[config.mk]
export PLATFORM = sky130hd
export DESIGN_NAME = micro_state_sequencer_flat
export DESIGN_NICKNAME = d
export VERILOG_FILES = /design/src/rtl/micro_state_sequencer_pkg.sv /design/src/rtl/micro_state_sequencer_if.sv /design/src/rtl/micro_state_sequencer_next.sv /design/src/rtl/micro_state_sequencer.sv /design/src/flat_wrapper.sv
export SDC_FILE = /design/constraint.sdc
export NUM_CORES = 1
export LEC_CHECK = 0
export ABC_AREA = 1
export BUFFER_PORTS_ARGS = -buffer_cell sky130_fd_sc_hd__buf_2
export CORE_UTILIZATION = 30
export DETAILED_ROUTE_END_ITERATION = 10
export PLACE_DENSITY = 0.59
export SLEW_MARGIN = 20
export SYNTH_ARGS = -nofsm -noshare
export SYNTH_HDL_FRONTEND = slang
export SYNTH_SLANG_ARGS = --single-unit
[constraint.sdc]
create_clock -name clk -period 2.65 [get_ports clk]
set_clock_uncertainty 0.15 [all_clocks]
set_input_delay 0.265 -clock clk [delete_from_list [all_inputs] [get_ports clk]]
set_output_delay 0.265 -clock clk [all_outputs]
set_load 0.005 [all_outputs]
[src/rtl/micro_state_sequencer_pkg.sv]
// Shared state and opcode constants for the multi-cycle RV32I micro-state sequencer.
// Perf counters are enabled by defining STATE_PERF_CNT_EN.
package micro_state_sequencer_pkg;

  localparam int unsigned STATE_W = 4;
  localparam int unsigned OPC_W   = 7;
  localparam int unsigned CNT_W   = 32;

  typedef enum logic [STATE_W-1:0] {
    S_IF_1  = 4'd0,
    S_IF_2  = 4'd1,
    S_IF_3  = 4'd2,
    S_IF_4  = 4'd3,
    S_ID    = 4'd4,
    S_EX_1  = 4'd5,
    S_EX_2  = 4'd6,
    S_MEM_1 = 4'd7,
    S_MEM_2 = 4'd8,
    S_MEM_3 = 4'd9,
    S_MEM_4 = 4'd10,
    S_WB    = 4'd11,
    S_HALT  = 4'd12
  } state_e;

  localparam logic [OPC_W-1:0] OP_ARITH     = 7'b0110011;
  localparam logic [OPC_W-1:0] OP_ARITH_IMM = 7'b0010011;
  localparam logic [OPC_W-1:0] OP_LOAD      = 7'b0000011;
  localparam logic [OPC_W-1:0] OP_STORE     = 7'b0100011;
  localparam logic [OPC_W-1:0] OP_BRANCH    = 7'b1100011;
  localparam logic [OPC_W-1:0] OP_JAL       = 7'b1101111;
  localparam logic [OPC_W-1:0] OP_JALR      = 7'b1100111;
  localparam logic [OPC_W-1:0] OP_ECALL     = 7'b1110011;

  // Opcodes that proceed from ID into the execute phase.
  function automatic logic op_executes(input logic [OPC_W-1:0] op);
    case (op)
      OP_ARITH, OP_ARITH_IMM, OP_LOAD, OP_STORE,
      OP_BRANCH, OP_JAL, OP_JALR: op_executes = 1'b1;
      default:                    op_executes = 1'b0;
    endcase
  endfunction

endpackage

[src/rtl/micro_state_sequencer_if.sv]
// Sequencer <-> control/datapath bundle. Counter signals exist only with STATE_PERF_CNT_EN.
interface micro_state_sequencer_if;
  import micro_state_sequencer_pkg::*;

  logic [OPC_W-1:0]   opcode;
  logic               halt_req;
  logic [STATE_W-1:0] current_state;
  logic               is_halted;
  logic               instr_done;
  logic               illegal_instr;
`ifdef STATE_PERF_CNT_EN
  logic [CNT_W-1:0]   cycle_count;
  logic [CNT_W-1:0]   instret_count;

  modport master (output opcode, halt_req,
                  input  current_state, is_halted, instr_done, illegal_instr,
                         cycle_count, instret_count);
  modport slave  (input  opcode, halt_req,
                  output current_state, is_halted, instr_done, illegal_instr,
                         cycle_count, instret_count);
`else
  modport master (output opcode, halt_req,
                  input  current_state, is_halted, instr_done, illegal_instr);
  modport slave  (input  opcode, halt_req,
                  output current_state, is_halted, instr_done, illegal_instr);
`endif

endinterface

[src/rtl/micro_state_sequencer_next.sv]
// Combinational next-state, retire and illegal-opcode decode for the micro-state sequencer.
module micro_state_sequencer_next
  import micro_state_sequencer_pkg::*;
(
  input  state_e           state_i,
  input  logic [OPC_W-1:0] op_q_i,
  input  logic [OPC_W-1:0] opcode_i,
  input  logic             halt_req_i,
  output state_e           next_o,
  output logic             retire_o,
  output logic             illegal_o
);

  always_comb begin
    next_o    = S_IF_1;
    retire_o  = 1'b0;
    illegal_o = 1'b0;
    case (state_i)
      S_IF_1:  next_o = S_IF_2;
      S_IF_2:  next_o = S_IF_3;
      S_IF_3:  next_o = S_IF_4;
      S_IF_4:  next_o = S_ID;
      // Live opcode is only consulted here; later phases use the latched copy.
      S_ID: begin
        if (opcode_i == OP_ECALL) begin
          if (halt_req_i) next_o   = S_HALT;
          else            retire_o = 1'b1;
        end else if (op_executes(opcode_i)) begin
          next_o = S_EX_1;
        end else begin
          retire_o  = 1'b1;
          illegal_o = 1'b1;
        end
      end
      S_EX_1:  next_o = S_EX_2;
      S_EX_2: begin
        case (op_q_i)
          OP_LOAD, OP_STORE:                      next_o   = S_MEM_1;
          OP_ARITH, OP_ARITH_IMM, OP_JAL, OP_JALR: next_o   = S_WB;
          default:                                retire_o = 1'b1;
        endcase
      end
      S_MEM_1: next_o = S_MEM_2;
      S_MEM_2: next_o = S_MEM_3;
      S_MEM_3: next_o = S_MEM_4;
      S_MEM_4: begin
        if (op_q_i == OP_LOAD) next_o   = S_WB;
        else                   retire_o = 1'b1;
      end
      S_WB:    retire_o = 1'b1;
      S_HALT:  next_o   = S_HALT;
      default: next_o   = S_IF_1;
    endcase
  end

endmodule

[src/rtl/micro_state_sequencer.sv]
// Micro-state sequencer top: state/op registers, registered pulses and, with
// STATE_PERF_CNT_EN defined, cycle and retired-instruction counters.
module micro_state_sequencer
  import micro_state_sequencer_pkg::*;
#(
  parameter int unsigned STATE_WIDTH = 4,
  parameter int unsigned CNT_WIDTH   = 32
) (
  input  logic                    clk,
  input  logic                    reset,
  micro_state_sequencer_if.slave  bus
);

  if (STATE_WIDTH != STATE_W || CNT_WIDTH != CNT_W) begin : g_width_chk
    $error("micro_state_sequencer: STATE_WIDTH/CNT_WIDTH must match package widths");
  end

  state_e           state_q, state_d;
  logic [OPC_W-1:0] op_q, op_d;
  logic             done_q, illegal_q, halted_q;
  logic             retire_c, illegal_c;

  micro_state_sequencer_next u_next (
    .state_i    (state_q),
    .op_q_i     (op_q),
    .opcode_i   (bus.opcode),
    .halt_req_i (bus.halt_req),
    .next_o     (state_d),
    .retire_o   (retire_c),
    .illegal_o  (illegal_c)
  );

  assign op_d = (state_q == S_ID) ? bus.opcode : op_q;

  always_ff @(posedge clk or negedge reset) begin
    if (!reset) begin
      state_q   <= S_IF_1;
      op_q      <= '0;
      done_q    <= 1'b0;
      illegal_q <= 1'b0;
      halted_q  <= 1'b0;
    end else begin
      state_q   <= state_d;
      op_q      <= op_d;
      done_q    <= retire_c;
      illegal_q <= illegal_c;
      halted_q  <= (state_d == S_HALT);
    end
  end

  assign bus.current_state = STATE_W'(state_q);
  assign bus.instr_done    = done_q;
  assign bus.illegal_instr = illegal_q;
  assign bus.is_halted     = halted_q;

`ifdef STATE_PERF_CNT_EN
  logic [CNT_WIDTH-1:0] cyc_q, cyc_d, ret_q, ret_d;

  // The halting ECALL counts as retired even though it raises no instr_done.
  assign cyc_d = (state_q == S_HALT) ? cyc_q : cyc_q + CNT_WIDTH'(1);
  assign ret_d = (retire_c || (state_d == S_HALT && state_q != S_HALT))
                 ? ret_q + CNT_WIDTH'(1) : ret_q;

  always_ff @(posedge clk or negedge reset) begin
    if (!reset) begin
      cyc_q <= '0;
      ret_q <= '0;
    end else begin
      cyc_q <= cyc_d;
      ret_q <= ret_d;
    end
  end

  assign bus.cycle_count   = CNT_W'(cyc_q);
  assign bus.instret_count = CNT_W'(ret_q);
`endif

endmodule

[src/flat_wrapper.sv]
// flat-port wrapper written by rule: the top's interface ports become plain ports
module micro_state_sequencer_flat import micro_state_sequencer_pkg::*;
#(
  parameter int unsigned STATE_WIDTH = 4,
  parameter int unsigned CNT_WIDTH   = 32
)
  (clk, reset, bus_opcode, bus_halt_req, bus_current_state, bus_is_halted, bus_instr_done, bus_illegal_instr);
  micro_state_sequencer_if bus_i ();
  input  logic clk;
  input  logic reset;
  input wire logic [$bits(bus_i.opcode)-1:0] bus_opcode;
  input wire logic [$bits(bus_i.halt_req)-1:0] bus_halt_req;
  output wire logic [$bits(bus_i.current_state)-1:0] bus_current_state;
  output wire logic [$bits(bus_i.is_halted)-1:0] bus_is_halted;
  output wire logic [$bits(bus_i.instr_done)-1:0] bus_instr_done;
  output wire logic [$bits(bus_i.illegal_instr)-1:0] bus_illegal_instr;
  assign bus_i.opcode = bus_opcode;
  assign bus_i.halt_req = bus_halt_req;
  assign bus_current_state = bus_i.current_state;
  assign bus_is_halted = bus_i.is_halted;
  assign bus_instr_done = bus_i.instr_done;
  assign bus_illegal_instr = bus_i.illegal_instr;
  micro_state_sequencer #(.STATE_WIDTH(STATE_WIDTH), .CNT_WIDTH(CNT_WIDTH)) u_core (.clk(clk), .reset(reset), .bus(bus_i));
endmodule
**Word-level counts from Yosys, hierarchy flattened**

Index checks and enable logic that the tools add are counted.
W data, S select, Z words.

- Equality and inequality tests: 27
- Multiplexer cells: 17
- Reductions and logical operators: 5

Operator list:

| kind | count |
|---|---|
| $pmux W4 S12 | 1 |
| $eq A7 B7 Y1 const B | 6 |
| $eq A7 B6 Y1 const B | 4 |
| $eq A4 B4 Y1 const B | 6 |
| $eq A4 B3 Y1 const B | 4 |
| $eq A7 B2 Y1 const B | 2 |
| $eq A7 B5 Y1 const B | 2 |
| $mux W4 | 3 |
| $mux W1 | 10 |
| $eq A4 B2 Y1 const B | 2 |
| $pmux W4 S2 | 1 |
| $reduce_or A7 Y1 | 1 |
| $reduce_or A6 Y1 | 1 |
| $eq A4 B1 Y1 const B | 1 |
| $logic_not A4 Y1 | 1 |
| $pmux W1 S4 | 1 |
| $reduce_or A4 Y1 | 1 |
| $mux W3 | 1 |
| $reduce_or A2 Y1 | 1 |

- Register bits: 14
- Input port bits: 10
- Output and inout bits: 7
- Logic and storage cells: 54

**Longest topological paths before layout**

- Depth in word-level cells: 9
- Depth in mapped cells: 9
- Gate-level depth less buffers: 9

**Cells and area by module**

A second synthesis with hierarchy kept.

- Cell total of the unflattened synthesis: 125
- Area total of the unflattened synthesis: 840.8 um^2

By module, submodules not included:

| module | times used | cells each | area an instance (um^2) | seq. area each (um^2) |
|---|---|---|---|---|
| micro_state_sequencer | 1 | 41 | 469.2 | 350.3 |
| micro_state_sequencer_next | 1 | 84 | 371.6 | 0.0 |

**Worst setup path before layout**

Ideal clock, no wire load.

- Path type: reg-to-reg
- Start: register u_core.state_q[1], in the netlist u_core.bus.current_state[1]
- End: register u_core.op_q[3]
- Library setup time: 117 ps
- Arrival time: 1038 ps
- Data required time: 2383 ps
- Path slack: 1345 ps
- Cell stages (with the launch flop): 8
- Buffers on the path: 1
- Clock period less this slack: 1305 ps
- Path through: dfrtp_1 > nor2_2 > inv_2 > nor2_4 > buf_6 > inv_4 > nand2_1 > o21ai_2

- Longest elaborated chain between the ends: 1

RTL lines:

| item | RTL line | text |
|---|---|---|
| from (decl) | micro_state_sequencer.sv:18 | `state_e state_q, state_d;` |
| from (signal assigned) | micro_state_sequencer.sv:43 | `state_q <= state_d;` |
| $eq A4 B3 Y1 | micro_state_sequencer.sv:33 | `assign op_d = (state_q == S_ID) ? bus.opcode : op_q;` |
| to (signal assigned) | micro_state_sequencer.sv:44 | `op_q <= op_d;` |
| to (decl) | micro_state_sequencer.sv:19 | `logic [OPC_W-1:0] op_q, op_d;` |

No other way between the ends.
A chain may end at the register's enable or synchronous reset.

**Final worst setup path**

- Start: register u_core.state_q[1], in the netlist u_core.bus.current_state[1]
- End: register u_core.halted_q, in the netlist u_core.bus.is_halted

- Longest elaborated chain between the ends: 3
- Elaborated cells on any way between the ends: 14
- Classes of those cells: eq/ne: 12; mux: 1; reduce/logical: 1

RTL lines:

| item | RTL line | text |
|---|---|---|
| $eq A4 B4 Y1, or another cell as far along | micro_state_sequencer_next.sv:18 | `case (state_i)` |
| $pmux W4 S12 (*) | micro_state_sequencer_next.sv:18 |  |
| named net u_core.state_d[2] | micro_state_sequencer.sv:18 |  |
| $eq A4 B4 Y1 (*) | micro_state_sequencer.sv:47 | `halted_q <= (state_d == S_HALT);` |
| to (signal assigned) | micro_state_sequencer.sv:47 |  |
| to (decl) | micro_state_sequencer.sv:20 | `logic done_q, illegal_q, halted_q;` |

The timed path passes the listed nets; every way through them passes the cells marked *.

==> impl_metrics.yaml <==
clock_tree:
  hold_buffers: 1
  clock_tree.buffer_depth: 2
  clock-sinks: 14
  h-tree-depth: 1
  ctsResizeCount: 0
  cts_tree: "yes"
  post_cts_buffers: 0
  cts_buffers: 3
  cts_root_buffer: "clkbuf_4"
  path_clk_slew_ns: 0.09
  clock_latency_ns: 0.29
power:
  finalPower_uw: 964
  pwr-share-comb_pct: 43.7
  power_leakage_uw: 0.000555
  peakVddDrop_uv: 450
  swShare_pct: 43.2
  power_frac_seq_pct: 39.5
  power_frac_clock_pct: 16.8
  p_int_uw: 548
  powerDensity_nw_per_um2: 981
  p_sw_uw: 416
grt:
  grt_pass1_wl_um: 2990
  antenna_found_initial: 0
  grt_overflow_total: 0
  grt_pass1_vias: 722
  grt_usage_pct: 14.7
  grt_max_degree: 15
synthesis:
  synth_area_leaders: "dfrtp_1 (42%), nand2_1 (15%), nor2_1 (7.7%)"
  synth_most_common_cell: "nand2_1"
  synth_top_family_by_area: "simple AND/OR/NAND/NOR gates"
  synth_xor_area_share_pct: 0
  yosysWarnings: 0
  synthCells: 119
  synth_cell_types: 19
  yosysTopAreaCell: "dfrtp_1"
  syn_area_um2: 830
  muxShareOfSynthArea_pct: 0
  ys_ff_latch: 14
  synth_edf_count: 0
  synth_compound_area_share_pct: 7.09
  synth-main-ff-cell: "dfrtp_1"
  synth_nets: 129
  synth_common_cells: "nand2_1 (34), nor2_1 (17), inv_1 (15)"
  async_flop_share_pct: 100
  yosys.area_share.adder_pct: 0
  ys_seq_area_share_pct: 42.2
  postSynthAreaPerCell_um2: 6.97
  synth-simple-area-share_pct: 40.4
  synth_top_area_share_pct: 42.2
routing:
  detail_route.wl_per_cell_um: 10.5
  drc: 0
  viasPerCell: 4.70
  antenna_left: 0
  routed_wl_um: 1770
  vias: 795
  drt-initial-drc-count: 29
  drtPass1Iterations: 5
setup_path:
  arrival_ns: 1.58
  start_kind: "flip-flop"
  worstPathRequired_ns: 2.74
  critPathCaptureType: "flip-flop"
  cp_max_fo: 11
  crit_type: "flip-flop to flip-flop"
place:
  gp_congestion: 0.833
  place.detailed.hpwl_um: 1390
  portBuffers: 16
  pre_cts_slack_ns: 1.19
  dpl_cell_area_um2: 936
job:
  cap_violations: 0
floorplanning:
  io_pins: 17
  dieArea_um2: 2980
  die_w_um: 54.6
  initial_utilization_pct: 32.6
  fp.dieH_um: 54.6
  rows: 18
  coreArea_um2: 2540
final_layout:
  antennaDiodeCount: 0
  finalInstanceArea_um2: 982
  syn2layout_area_growth_pct: 18.4
  n_fill_cell: 279
  nets: 150
  drive_above_1_share_pct: 23.7
sta:
  slew_viol_final: 0
  period_share_pct: 56.2
  period_needed_ns: 1.49
  rsz0062_at_grt: "no"
  worst_slack_ns: 1.16
  final_hold_viol_count: 0
  max_freq_mhz: 672
  final.setup.tns_ns: 0
  finalSetupViolations: 0
  tightest_slew_ns: 0.336
  slew_headroom_pct: 77.6
status:
  status: "completed"
worst_hold_path:
  min_path_type: "primary input to flip-flop"
-- area by class of cell --
class / instances / area, µm² / share of cell area, %
multi-input cells: 85 / 394 / 40.1
repair buffers: 17 / 90.1 / 9.17
clock buffers: 4 / 36.3 / 3.69
well taps: 30 / 37.5 / 3.82
flip-flops and latches: 14 / 350 / 35.7
inverters: 19 / 73.8 / 7.52
-- registers in the layout (all words and copies together) (netlist names) --
| name | flops |
|---|---|
| u_core.op_q | 7 |
| u_core.bus.is_halted | 1 |
| u_core.bus.illegal_instr | 1 |
| u_core.bus.instr_done | 1 |
| u_core.bus.current_state | 4 |
-- worst paths after layout --
kind / cells after the start / start / to / slack (ns)
max in group asynchronous: 2 / reset / u_core.op_q[4] / 1.85
max: 7 / u_core.bus.current_state[1] / u_core.bus.is_halted / 1.16
max reg2reg: 7 / u_core.bus.current_state[1] / u_core.bus.is_halted / 1.16
min reg2reg: 2 / u_core.op_q[1] / u_core.op_q[1] / 0.33
min: 3 / bus_opcode[1] / u_core.op_q[1] / 0.04
min in group asynchronous: 2 / reset / u_core.bus.illegal_instr / 0.24
-- power by group through the flow --
| stage | combinational [µW] | sequential, µW | clock [µW] |
|---|---|---|---|
| floorplan | 314 | 379 | 0 |
| global placement | 415 | 383 | 0 |
| detailed placement | 424 | 385 | 0 |
| CTS | 426 | 381 | 164 |
| global route | 493 | 393 | 173 |
| finish | 421 | 381 | 162 |
-- cell usage in the layout, fill, tap and decap left out, types with 2 or more instances in the layout --
| cell type | count |
|---|---|
| nand2_2 | 2 |
| nand3_1 | 12 |
| nor2_4 | 2 |
| nand2_1 | 34 |
| buf_2 | 16 |
| o21ai_0 | 2 |
| a21oi_1 | 5 |
| inv_1 | 15 |
| dfrtp_1 | 14 |
| clkbuf_4 | 3 |
| inv_2 | 3 |
| o21ai_1 | 3 |
| nor2_1 | 17 |
| nor2_2 | 3 |
-- worst max-delay path, stage by stage, from the launching register on --
cell and delay [ns]:
dfrtp_1 0.44, nor2_2 0.21, inv_2 0.08, nor2_4 0.25, nand2_1 0.10, nand3b_2 0.10, nand2_1 0.06, inv_1 0.05
-- per-stage QoR --
step	hold slack, ns	std cells	utilization, %
after floorplan	-0.181	119	-
after global placement	0.0359	164	36.8
after detailed placement	0.0388	164	36.8
after CTS	0.0387	169	38.6
after global routing	0.0678	169	38.6
final	0.0381	169	38.6
-- layer usage --
| metal | up-vias | share of wire (%) | global-route usage, % |
|---|---|---|---|
| li1 | 411 | - | - |
| met1 | 349 | 44 | 19.1 |
| met2 | 30 | 47 | 22.3 |
| met3 | 5 | 6.2 | 2.50 |
| met4 | 0 | 2.7 | 9.40 |
| met5 | - | 0 | 0 |
-- kinds of logic (layout without fill, tap and decap cells) --
group	count (synthesis)	after routing
compound gates	11	11
buf+inv	20	40
simple gates	74	74
flops	14	14
Note: power is estimated with default switching activity, not from simulation.
